===== src/rtl/fp_divider_seq_if.sv =====
// ---------------------------------------------------------------------------
// fp_divider_seq_if
// Handshake bundle for the sequential single-precision divider.
//   in_valid  / in_ready   : operand transfer (a, b), producer -> divider
//   out_valid / out_ready  : result transfer (q), divider -> consumer
// Modports:
//   master : the side that supplies operands and consumes the quotient
//   slave  : the divider itself
// ---------------------------------------------------------------------------
interface fp_divider_seq_if;
  logic        in_valid;
  logic        in_ready;
  logic [31:0] a;
  logic [31:0] b;
  logic        out_valid;
  logic        out_ready;
  logic [31:0] q;

  modport master (
    output in_valid, a, b, out_ready,
    input  in_ready, out_valid, q
  );

  modport slave (
    input  in_valid, a, b, out_ready,
    output in_ready, out_valid, q
  );
endinterface


===== src/rtl/fp_divider_seq.sv =====
// ---------------------------------------------------------------------------
// fp_divider_seq
// Sequential IEEE-754 single-precision divider, q = a / b.
// The mantissa quotient comes from a restoring divider producing one bit per
// clock (25 bits, 24 of them fractional). Rounding is truncation, denormal
// inputs are flushed to signed zero, and no denormal results are produced.
// Special operands are resolved in the accept cycle (latency 1); the normal
// path always takes 25 DIVIDE + 1 NORM cycles (latency 27).
// Ports:
//   clk    : rising-edge clock
//   rst_n  : asynchronous active-low reset
//   bus    : fp_divider_seq_if.slave (in_valid/in_ready/a/b, out_valid/out_ready/q)
// ---------------------------------------------------------------------------
module fp_divider_seq #(
  parameter logic [31:0] QNAN = 32'h7FC0_0000
) (
  input logic              clk,
  input logic              rst_n,
  fp_divider_seq_if.slave  bus
);

  typedef enum logic [1:0] {S_IDLE, S_DIVIDE, S_NORM, S_DONE} state_t;

  state_t             r_state;
  state_t             w_state_nxt;

  logic               r_sign;
  logic [24:0]        r_rem;
  logic [23:0]        r_mb;
  logic [24:0]        r_quo;
  logic [4:0]         r_cnt;
  logic signed [9:0]  r_exp;
  logic [31:0]        r_q;

  // Operand classification on the live inputs (only used in the accept cycle).
  logic [7:0]  w_ea, w_eb;
  logic        w_a_zero, w_b_zero, w_a_inf, w_b_inf, w_a_nan, w_b_nan;
  logic        w_sign;
  logic        w_accept;
  logic        w_special;
  logic [31:0] w_special_q;

  assign w_ea     = bus.a[30:23];
  assign w_eb     = bus.b[30:23];
  assign w_a_zero = (w_ea == 8'd0);
  assign w_b_zero = (w_eb == 8'd0);
  assign w_a_inf  = (w_ea == 8'hFF) && (bus.a[22:0] == 23'd0);
  assign w_b_inf  = (w_eb == 8'hFF) && (bus.b[22:0] == 23'd0);
  assign w_a_nan  = (w_ea == 8'hFF) && (bus.a[22:0] != 23'd0);
  assign w_b_nan  = (w_eb == 8'hFF) && (bus.b[22:0] != 23'd0);
  assign w_sign   = bus.a[31] ^ bus.b[31];
  assign w_accept = bus.in_valid && (r_state == S_IDLE);

  // NOTE: every signal written in an always_comb gets a default first, so no
  // path through the block can leave it unassigned and infer a latch.
  always_comb begin
    w_special   = 1'b1;
    w_special_q = QNAN;
    if (w_a_nan || w_b_nan || (w_a_zero && w_b_zero) || (w_a_inf && w_b_inf)) begin
      w_special_q = QNAN;
    end else if (w_b_zero || w_a_inf) begin
      w_special_q = {w_sign, 8'hFF, 23'd0};
    end else if (w_a_zero || w_b_inf) begin
      w_special_q = {w_sign, 31'd0};
    end else begin
      w_special = 1'b0;
    end
  end

  // One restoring step: since rem < 2*mb, the post-subtract value fits 24 bits
  // and the shift cannot overflow the 25-bit remainder.
  logic        w_bit;
  logic [24:0] w_rem_sub;

  assign w_bit     = (r_rem >= {1'b0, r_mb});
  assign w_rem_sub = w_bit ? (r_rem - {1'b0, r_mb}) : r_rem;

  // Normalisation: Q lies in (0.5, 2); Q[24] tells which side of 1.0.
  logic signed [9:0] w_exp_n;
  logic [22:0]       w_frac;
  logic [31:0]       w_norm_q;

  always_comb begin
    w_exp_n  = r_quo[24] ? r_exp : (r_exp - 10'sd1);
    w_frac   = r_quo[24] ? r_quo[23:1] : r_quo[22:0];
    w_norm_q = {r_sign, w_exp_n[7:0], w_frac};
    if (w_exp_n >= 10'sd255) begin
      w_norm_q = {r_sign, 8'hFF, 23'd0};
    end else if (w_exp_n <= 10'sd0) begin
      w_norm_q = {r_sign, 31'd0};
    end
  end

  // State register.
  // NOTE: sequential state uses non-blocking assignments so every register
  // samples the pre-edge values regardless of statement order.
  always_ff @(posedge clk or negedge rst_n) begin
    if (!rst_n) r_state <= S_IDLE;
    else        r_state <= w_state_nxt;
  end

  always_comb begin
    w_state_nxt = r_state;
    unique case (r_state)
      S_IDLE:   if (w_accept) w_state_nxt = w_special ? S_DONE : S_DIVIDE;
      S_DIVIDE: if (r_cnt == 5'd0) w_state_nxt = S_NORM;
      S_NORM:   w_state_nxt = S_DONE;
      S_DONE:   if (bus.out_ready) w_state_nxt = S_IDLE;
      default:  w_state_nxt = S_IDLE;
    endcase
  end

  // Datapath registers; reset clears everything so an aborted division
  // leaves no trace.
  always_ff @(posedge clk or negedge rst_n) begin
    if (!rst_n) begin
      r_sign <= 1'b0;
      r_rem  <= '0;
      r_mb   <= '0;
      r_quo  <= '0;
      r_cnt  <= '0;
      r_exp  <= '0;
      r_q    <= '0;
    end else begin
      unique case (r_state)
        S_IDLE: begin
          if (w_accept) begin
            r_sign <= w_sign;
            r_rem  <= {2'b01, bus.a[22:0]};
            r_mb   <= {1'b1, bus.b[22:0]};
            r_quo  <= '0;
            r_cnt  <= 5'd24;  // counts 24..0 -> 25 DIVIDE cycles
            r_exp  <= $signed({2'b00, w_ea}) - $signed({2'b00, w_eb}) + 10'sd127;
            if (w_special) r_q <= w_special_q;
          end
        end
        S_DIVIDE: begin
          r_rem <= {w_rem_sub[23:0], 1'b0};
          r_quo <= {r_quo[23:0], w_bit};
          r_cnt <= r_cnt - 5'd1;
        end
        S_NORM:  r_q <= w_norm_q;
        default: ;
      endcase
    end
  end

  assign bus.in_ready  = (r_state == S_IDLE);
  assign bus.out_valid = (r_state == S_DONE);
  assign bus.q         = r_q;

endmodule


===== src/flat_wrapper.sv =====
// flat-port wrapper written by rule: the top's interface ports become plain ports
module fp_divider_seq_flat 
#(
  parameter logic [31:0] QNAN = 32'h7FC0_0000
)
  (clk, rst_n, bus_in_valid, bus_a, bus_b, bus_out_ready, bus_in_ready, bus_out_valid, bus_q);
  fp_divider_seq_if bus_i ();
  input logic clk;
  input logic rst_n;
  input wire logic [$bits(bus_i.in_valid)-1:0] bus_in_valid;
  input wire logic [$bits(bus_i.a)-1:0] bus_a;
  input wire logic [$bits(bus_i.b)-1:0] bus_b;
  input wire logic [$bits(bus_i.out_ready)-1:0] bus_out_ready;
  output wire logic [$bits(bus_i.in_ready)-1:0] bus_in_ready;
  output wire logic [$bits(bus_i.out_valid)-1:0] bus_out_valid;
  output wire logic [$bits(bus_i.q)-1:0] bus_q;
  assign bus_i.in_valid = bus_in_valid;
  assign bus_i.a = bus_a;
  assign bus_i.b = bus_b;
  assign bus_i.out_ready = bus_out_ready;
  assign bus_in_ready = bus_i.in_ready;
  assign bus_out_valid = bus_i.out_valid;
  assign bus_q = bus_i.q;
  fp_divider_seq #(.QNAN(QNAN)) u_core (.clk(clk), .rst_n(rst_n), .bus(bus_i));
endmodule

===== config.mk =====
export PLATFORM = sky130hd
export DESIGN_NAME = fp_divider_seq_flat
export DESIGN_NICKNAME = d
export VERILOG_FILES = /design/src/rtl/fp_divider_seq_if.sv /design/src/rtl/fp_divider_seq.sv /design/src/flat_wrapper.sv
export SDC_FILE = /design/constraint.sdc
export NUM_CORES = 1
export LEC_CHECK = 0
export ABC_AREA = 1
export BUFFER_PORTS_ARGS = -buffer_cell sky130_fd_sc_hd__buf_4
export CORE_MARGIN = 3
export CORE_UTILIZATION = 30
export CTS_BUF_LIST = sky130_fd_sc_hd__clkbuf_8
export CTS_CLUSTER_DIAMETER = 100
export DETAILED_ROUTE_END_ITERATION = 10
export PLACE_DENSITY = 0.57
export SLEW_MARGIN = 20
export SYNTH_ARGS = -nofsm -noshare
export SYNTH_HDL_FRONTEND = slang
export SYNTH_SLANG_ARGS = --single-unit

===== constraint.sdc =====
create_clock -name clk -period 2.5 [get_ports clk]
set_input_delay 0.375 -clock clk [delete_from_list [all_inputs] [get_ports clk]]
set_output_delay 0.375 -clock clk [all_outputs]
set_load 0.01 [all_outputs]

# After elaboration in Yosys (flattened, before gate mapping)
# Cells that the tools add are included.
# word_totals
reg_bits,124
in_bits,68
out_inout_bits,34
elab_cells,77
# classes
eq_ne,9
bitwise_logic,1
add_sub_neg,5
n_reduce_logical,26
n_mux,25
n_lt_le_gt_ge,3
# ops
cell,n
32-bit 2-to-1 mux,5
25-bit case mux with 2 select lines,2
32-bit case mux with 2 select lines,1
31-bit 2-to-1 mux,2
25-bit 2-to-1 mux,2
23-bit logical NOT,2
23-bit nonzero test,2
25-bit by 24-bit >= comparator with 1-bit output,1
24-bit 2-to-1 mux,1
24-bit subtractor,1
23-bit 2-to-1 mux,1
"8-bit equality test, second input constant",2
8-bit logical NOT,2
"10-bit by 8-bit adder with 10-bit output, second input constant",1
"10-bit by 9-bit >= comparator with 1-bit output, second input constant",1
"10-bit by 1-bit <= comparator with 1-bit output, second input constant",1
10-bit 2-to-1 mux,1
5-bit case mux with 2 select lines,1
"10-bit by 2-bit subtractor with 10-bit output, second input constant",1
8-bit by 8-bit subtractor with 9-bit output,1
2-bit 2-to-1 mux,4
2-bit case mux with 4 select lines,1
1-bit logical AND,7
"2-bit by 1-bit inequality test with 1-bit output, second input constant",3
13 further kinds,23

# Logic depth before layout (Yosys ltp)
# Gate-level depths: netlist (run 1).
# depth
depth_word,9
mapped_depth,16
mapped_depth_nobuf,16

# Worst setup path before layout (run 1)
# No wires, ideal clock.
# synth_path
path_type,reg-to-reg
startpoint,register u_core.r_mb[0]
endpoint,register u_core.r_rem[17]
period_less_slack_ns,2.098
n_path_buf,0
setup_slack_ns,0.402
t_required_ns,2.382
setup_time_ns,0.118
t_arrival_ns,1.980
stages_incl_launch_ff,10
cell_sequence,dfrtp_1 > ha_1 > fa_1 > o21ai_0 > a21oi_1 > o21ai_0 > xnor2_1 > nand2_1 > nand3_1 > nand2_1
# synth_between
elab_chain_len,3
word_cells_on_any_way,4
cone_classes,add/sub: 1; order compare: 1; mux: 2
# synth_lines
element,line,text
start: declaration,fp_divider_seq.sv:29,logic [23:0] r_mb;
start signal: assignment,fp_divider_seq.sv:130,"r_mb <= {1'b1, bus.b[22:0]};"
24-bit subtractor or 25-bit by 24-bit >= comparator with 1-bit output (tied branches),"fp_divider_seq.sv:76, fp_divider_seq.sv:75",
24-bit 2-to-1 mux (*),fp_divider_seq.sv:76,"assign w_rem_sub = w_bit ? (r_rem - {1'b0, r_mb}) : r_rem;"
25-bit case mux with 2 select lines (*),fp_divider_seq.sv:125,unique case (r_state)
end signal: assignment,fp_divider_seq.sv:129,"r_rem <= {2'b01, bus.a[22:0]};"
end signal: assignment,fp_divider_seq.sv:138,"r_rem <= {w_rem_sub[23:0], 1'b0};"
end: declaration,fp_divider_seq.sv:28,logic [24:0] r_rem;
# Every way passes the cells marked *; elsewhere a longest branch is shown, timed or not.
# A chain may end at the register's enable or synchronous reset.

# Worst setup path in the final report (run 1)
# Ends and elaborated chain as after synthesis.

==> results of run 1 <==
==> kinds of logic (layout without fill, tap and decap cells) <==
| family | after synthesis | in the layout | synth area share |
|---|---|---|---|
| XOR/XNOR | 24 | 24 | 0.0260 |
| buffers and inverters | 214 | 331 | 0.104 |
| AO/OA/AOI/OAI | 253 | 253 | 0.167 |
| flip-flops | 124 | 124 | 0.370 |
| adder cells (fa/ha/maj) | 42 | 42 | 0.0645 |
| AND/OR/NAND/NOR | 530 | 530 | 0.268 |
==> final cells by class <==
type / instances / area (um2)
flip-flops and latches: 124 / 3100
fillers: 2937 / 17100
multi-input cells: 849 / 4420
clock buffers: 17 / 234
inverters: 174 / 653
repair buffers: 125 / 1010
clock inverters: 15 / 149
well taps: 372 / 465
==> metal layers <==
layer | GRT usage | vias to the layer above | wire length, um
li1 | - | 4090 | -
met1 | 0.227 | 3629 | 11600
met2 | 0.241 | 175 | 9970
met3 | 0.0305 | 22 | 1020
met4 | 0.0449 | 0 | 405
met5 | 0 | - | 0
==> layout by cell type, fill, tap and decap left out, drive strengths merged, types with 6 or more instances in the layout <==
cell type	netlist	final
xnor2	16	16
o22ai	25	25
nor2	109	109
nand4	20	20
inv	172	183
nand3	103	103
xor2	8	8
o21ai	130	130
a21oi	69	69
nor3	7	7
a32o	6	6
clkbuf	24	17
buf	16	124
nand2	286	286
ha	40	40
dfrtp	124	124
o21bai	12	12
==> worst max-delay path, stage by stage (launching register included) <==
cell and delay, ns:
sky130_fd_sc_hd__dfrtp_1 0.41, sky130_fd_sc_hd__ha_1 0.25, sky130_fd_sc_hd__fa_1 0.40, sky130_fd_sc_hd__o21ai_0 0.19
sky130_fd_sc_hd__buf_4 0.16, sky130_fd_sc_hd__a21oi_1 0.13, sky130_fd_sc_hd__o21ai_0 0.34, sky130_fd_sc_hd__xnor2_1 0.17
sky130_fd_sc_hd__nand2_1 0.08, sky130_fd_sc_hd__nand3_1 0.07, sky130_fd_sc_hd__nand2_1 0.05
==> what timing repair did <==
action	CTS	global route
hold buffers	1	0
hold endpoints to repair	21	0
gates resized for setup	0	5
setup endpoints to repair	0	15
==> state kept, by name (all words and copies together), names as in the netlist <==
name	flops
u_core.r_state	2
u_core.r_cnt	5
u_core.r_mb	24
u_core.r_rem	25
u_core.r_quo	25
u_core.bus.q	32
u_core.r_sign	1
u_core.r_exp	10
==> worst max path at each step <==
stage	from	endpoint	slack, ns	cells past startpoint
finish	u_core.r_mb[0]	u_core.r_rem[17]	0.16	10
detailed placement	bus_a[23]	u_core.r_exp[7]	0.12	15
CTS	u_core.r_rem[10]	u_core.r_rem[7]	0.16	11
floorplan	u_core.r_mb[0]	u_core.r_rem[17]	0.40	9
global route	u_core.r_mb[0]	u_core.r_rem[19]	0.02	13
global placement	bus_a[23]	u_core.r_exp[9]	0.19	16
==> power breakdown <==
group          switching, W  internal, W
combinational       0.00557      0.00327
sequential         0.000490      0.00286
clock               0.00103     0.000745
total               0.00709      0.00687
==> stage by stage <==
step / hold WS, ns / worst slack, ns
after global routing: 0.105 / 0.0191
after detailed placement: 0.317 / 0.124
after floorplan: 0.0794 / 0.402
after CTS: 0.0898 / 0.157
after global placement: 0.319 / 0.188
final: 0.125 / 0.158
==> results summary, run 1 <==
The core occupancy in the finished layout is 0.369. After synthesis, the share of flip-flops with an asynchronous set or reset is 1.00. The run finished with clean final reports. In this run the critical register-to-register path is launched from u_core.r_mb[0].

The overall die area came out at 30000 um2. The tree is rooted in a sky130_fd_sc_hd__clkbuf_8. The post-detailed-route DRC marker count came out at 0. The number of vias in the routed layout is between 7000 and 8000. The ratio of cells with drive above 1 in the final layout came out at 0.146.

The count of antenna diodes in the layout is 0. The data required time of the worst path is roughly 2.9 ns. The overall global routing resource usage is 0.158. The total non-filler cell area in the finished layout is between 10000 and 15000 um2. The clock-pin slew reported for the worst setup and hold paths after clock tree synthesis came out at 0.09 ns. The warning count from the yosys run came out at 0. The maximum vdd drop is 0.000493 V. After detailed placement, the design holds a cell count of around 1600.

The count of flip-flops with a built-in enable after synthesis is 0. Setup repair after global routing left no endpoint under its margin. From bottom edge to top edge, the die measures 173 um. The final max-slew violation count came to 0. The average wire length per cell after detail routing came out at around 14 um. The number of cells on the worst reg-to-reg path came out at 10. The number of setup violations in the final report came out at 0.

The path type of the worst min-delay path is input port to flop. The layout overhead on the synthesized area is 19.6%. The vias per cell came out at ~4.7. The first routing iteration left 476 violations.

The cell with the most instances after synthesis is sky130_fd_sc_hd__nand2_1. By count the netlist is led by sky130_fd_sc_hd__nand2_1 (280), sky130_fd_sc_hd__inv_1 (166), sky130_fd_sc_hd__dfrtp_1 (124). The number of antenna violations at the first check in global routing came out at 0. The via count of the first global-routing pass is between 7000 and 8000. The initial cell density of the core is 0.309. The category of the worst setup path launch point is a flop. The path with the worst hold slack has its endpoint at u_core.r_mb[18]. The placed wire-length estimate came out at roughly 18000 um.

The data arrival time at the worst-slack endpoint is around 2.7 ns. Before antenna repair, the detailed router went through 5 iterations. The aggregate negative setup slack came out at 0 ns. The total power of the final layout came out at roughly 0.014 W. The hold path startpoint is bus_b[18]. The aggregate routed wire length is roughly 23000 um.

The power density over cell area came out at between 1000 and 1500 nW/um2. The cell type contributing the most total cell area after synthesis is sky130_fd_sc_hd__dfrtp_1. After floorplanning, the core was divided into 60 placement rows. The reg-to-reg endpoint is u_core.r_rem[17].

The final clock period utilization by the worst path came out at 0.937. The final non-filler cell total came out at ~1700. At the later pin of the worst-skew pair, clock insertion delay measures between 0.4 and 0.5 ns. The maximum level of the CTS H-tree came out at 4. The number of distinct library cells after synthesis is ~40. The post-synthesis instance total is approximately 1200. The number of buffers added by the clock tree synthesis step is 17.

After layout, the minimum clock period comes to roughly 2.3 ns. The count of max-cap constraint violations came out at 0. The die outline width came out at roughly 170 um. The synthesized area per cell came out at around 7.1 um2.

The routability congestion estimate from global placement is ~0.96. The TritonCTS sink count is 124. The maximum clock frequency is 427 MHz. The final setup skew came out at around 0.018 ns.

The depth of the worst hold-timing path came out at 3. When the netlist entered floorplanning its net count stood at 1297. The first-pass GRT wire length came out at a little under 40000 um. The transition time at the pin with the least slew margin is 0.651 ns. The synthesis-stage register bit count came out at 124. The overflow left after global routing came out at 0. The sequential-to-total area share from yosys stat is 0.370. The pin count of the biggest net entering global routing is 64. In the post-synthesis netlist, the biggest area contributors are sky130_fd_sc_hd__dfrtp_1 (37%), sky130_fd_sc_hd__nand2_1 (13%), sky130_fd_sc_hd__inv_1 (7.4%).

The buffers inserted during post-CTS setup optimization came out at 0. The number of failing hold endpoints at the final stage is 0. The placeable core region is 27200 um2. Among all flip-flop cells after synthesis, the most frequent one is sky130_fd_sc_hd__dfrtp_1. The number of top-level design ports is 102.

The analysis attributes to cell leakage a power of 4.84 nW. The instance area after placement is about 9600 um2. The number of nets still failing antenna checks after routing came out at 0. During placement, the flow inserted port buffers numbering around 100. The critical path in this run is classified as flop to flop. The worst relative slew slack came out at 0.565. The total standard cell area after synthesis came out at about 8400 um2.

STA classifies the critical path endpoint as a flop. The maximum net fanout on the critical path came out at 4. The worst-case clock buffer depth is 2. The share of synthesized area in the top cell type comes to 0.370. The net count of the finished layout came out at about 1400. In this run the register-to-register setup slack is about 0.16 ns. The CTS tree is yes.
Note: power is estimated with default switching activity, not from simulation.
==> run 2, diff against run 1 <==
Settings changed: CORE_UTILIZATION 30 to 55, PLACE_DENSITY 0.57 to 0.86.
==> run 2 against run 1 <==
Against the previous run: clock-buffer cell count up 1; cell area down 2.7%; first-iteration DRC count up 76%; sequential share of layout area up 0.85 points; global-route usage up 11 points; utilization up 30 points; maximum frequency down 0.22%; clock skew down 0.0059 ns.
==> results summary, run 2 (synthesis results as in run 1) <==
The worst setup path is launched from a flop. In the layout the commonest cells are sky130_fd_sc_hd__nand2_1 (279), sky130_fd_sc_hd__inv_1 (166), sky130_fd_sc_hd__dfrtp_1 (124). The detailed router's first-iteration violation count is approximately 840. The final max-slew violation count came to 0. The maximum net fanout on the critical path is 4.

The net count of the finished layout came out at roughly 1400. The worst relative slew slack came out at 0.568. The height of the die is between 100 and 150 um. At the end of routability-driven placement, the weighted congestion stood at ~0.99.

Setup violations remaining at the end of the flow were counted as 0. The number of antenna violations at the first check in global routing came to 0. The worst-case clock buffer depth came out at 2.

The final non-filler cell total came out at ~1500. The total area of sequential cells came out at roughly 3100 um2. The ratio of cells with drive above 1 in the final layout came out at 0.148. The transition time at the pin with the least slew margin is 0.647 ns. The clock-pin slew reported for the worst setup and hold paths after clock tree synthesis came out at 0.08 ns. The first-pass GRT wire length came out at 36700 um. The data required time of the worst path came out at 2.86 ns. The CTS tree is yes. The buffers inserted during post-CTS setup optimization is 0. The initial cell density of the core came out at 0.570. The layout overhead on the synthesized area is 16.4%.

Of the total power, combinational logic draws 0.634. The pin count of the biggest net entering global routing is 66. In the final layout, the multi-input gates occupy 4430 um2. The maximum clock frequency is 426 MHz. Setup repair after global routing left no endpoint under its margin. The minimum clock period after layout is between 2 and 2.5 ns. The number of vias in the routed layout came out at roughly 8300. The core region is around 15000 um2. The tightest min-delay check is of the input port to flop type. The number of failing hold endpoints at the final stage is 0.

The capturing element type of the critical path is a flop. At the worst endpoint, the arrival time is 2.71 ns. The power density over cell area is approximately 1400 nW/um2. The overall global routing resource usage came out at 0.268. The share of total power dissipated in the clock network is 0.125. The reg-to-reg critical path startpoint is u_core.r_mb[0]. The post-detailed-route DRC marker count came out at 0. The TritonCTS sink count is around 120. The final clock period utilization by the worst path is 0.939.

The sequential group share of total power is 0.240. For this design the static power due to leakage is between 4 and 5 nW. The standard-cell row count is between 40 and 50.

The clock root buffer is sky130_fd_sc_hd__clkbuf_8. The aggregate routed wire length came out at around 22000 um. The placed wire-length estimate came out at between 15000 and 20000 um. Along the worst hold path, the cell count comes to 3. The die outline width is about 130 um. The clock latency of the later-clocked register in the worst-skew pair came out at 0.47 ns. Port buffering added approximately 100 buffers. The number of nets still failing antenna checks after routing is 0. The cell-internal power came out at 0.00687 W. The most critical setup path has its startpoint at u_core.r_mb[0]. Of the total power, the share spent switching nets is 0.509. Counting cells, the worst reg-to-reg path comes to 13.

The via count of the first global-routing pass came out at between 7000 and 8000. The critical path class is flop to flop. For this run, the share of the core covered by cells in the final layout is 0.664. The final setup skew came out at between 0.01 and 0.015 ns. The maximum level of the CTS H-tree is 4.

0 antenna diodes ended up in the layout. After detailed routing, the number of vias per cell comes to between 5 and 6. The number of placed instances with taps included came out at around 1500.

The die covers around 17000 um2. In the final routed layout, each cell accounts on average for around 15 um. The count of max-cap constraint violations is 0.

The total iterations of the first detailed-routing run came out at 5. approximately 100 I/O pins were placed. The worst hold path begins at bus_b[12]. The most frequent standard cell in the layout excluding fill and tap cells is sky130_fd_sc_hd__nand2_1. The number of fillers in the final layout is roughly 1200. In this run the power spent charging and discharging nets is approximately 0.007 W. The run finished with clean final reports. The number of buffers added by the clock tree synthesis step is 17. The overflow left after global routing is 0. Setup total negative slack on the finished layout was measured at 0 ns.

The maximum vdd drop is between 0.0007 and 0.0008 V. The number of flip-flops under the largest register name is 32.
[run 2: cell type report]
type                    count  area share
clock buffers              18      0.0254
clock inverters            14      0.0138
inverters                 174      0.0669
multi-input cells         849       0.454
flip-flops and latches    124       0.318
well taps                 184      0.0236
repair buffers            125      0.0989
[run 2: path summary, 6_finish.rpt]
kind | end | slack (ns)
worst min register to register | u_core.r_mb[23] | 0.49
max in group asynchronous | u_core.r_mb[0] | 1.32
worst max-delay path | u_core.r_rem[19] | 0.15
worst max register to register | u_core.r_rem[19] | 0.15
min in group asynchronous | u_core.r_mb[17] | 0.40
worst min-delay path | u_core.r_mb[12] | 0.13
[run 2: layer usage]
metal,global-route usage,part of all wire,vias to the layer above
li1,-,-,4088
met3,0.0491,0.070,51
met2,0.416,0.44,305
met1,0.376,0.46,3882
met5,0,0,-
met4,0.103,0.029,0
[run 2: power by group through the flow]
stage	Sequential [W]	Clock (W)	Combinational, W
5_1_grt	0.00345	0.00186	0.00999
3_3_place_gp	0.00335	0	0.00841
4_1_cts	0.00335	0.00176	0.00869
6_report	0.00336	0.00175	0.00887
2_1_floorplan	0.00333	0	0.00648
3_5_place_dp	0.00338	0	0.00858
[run 2: critical path, stage by stage, from the launching register on]
cell,delay [ns]
sky130_fd_sc_hd__dfrtp_1,0.39
sky130_fd_sc_hd__ha_1,0.24
sky130_fd_sc_hd__fa_1,0.44
sky130_fd_sc_hd__o21ai_1,0.22
sky130_fd_sc_hd__buf_4,0.18
sky130_fd_sc_hd__nand2_1,0.07
sky130_fd_sc_hd__nand2_2,0.12
sky130_fd_sc_hd__nand2_1,0.07
sky130_fd_sc_hd__nand2_1,0.12
sky130_fd_sc_hd__nand2_1,0.11
sky130_fd_sc_hd__nand3_1,0.08
sky130_fd_sc_hd__nand3_1,0.07
sky130_fd_sc_hd__nand3_1,0.07
sky130_fd_sc_hd__nand2_1,0.06
[run 2: what timing repair did]
| action | CTS | global route |
|---|---|---|
| endpoints found under the setup margin | 0 | 21 |
| resized for setup | 0 | 5 |
| hold endpoints to repair | 29 | 0 |
| hold buffers | 1 | 0 |
[run 2: through the flow]
| stage | worst slack [ns] | hold WS (ns) | cell area (um2) | total power (W) |
|---|---|---|---|---|
| global placement | 0.231 | 0.350 | 9350 | 0.0118 |
| detailed placement | 0.173 | 0.349 | 9350 | 0.0120 |
| global route | 0.00416 | 0.127 | 9760 | 0.0153 |
| CTS | 0.101 | 0.113 | 9750 | 0.0138 |
| floorplan | 0.402 | 0.0794 | 8380 | 0.00981 |
| finish | 0.153 | 0.126 | 9760 | 0.0140 |
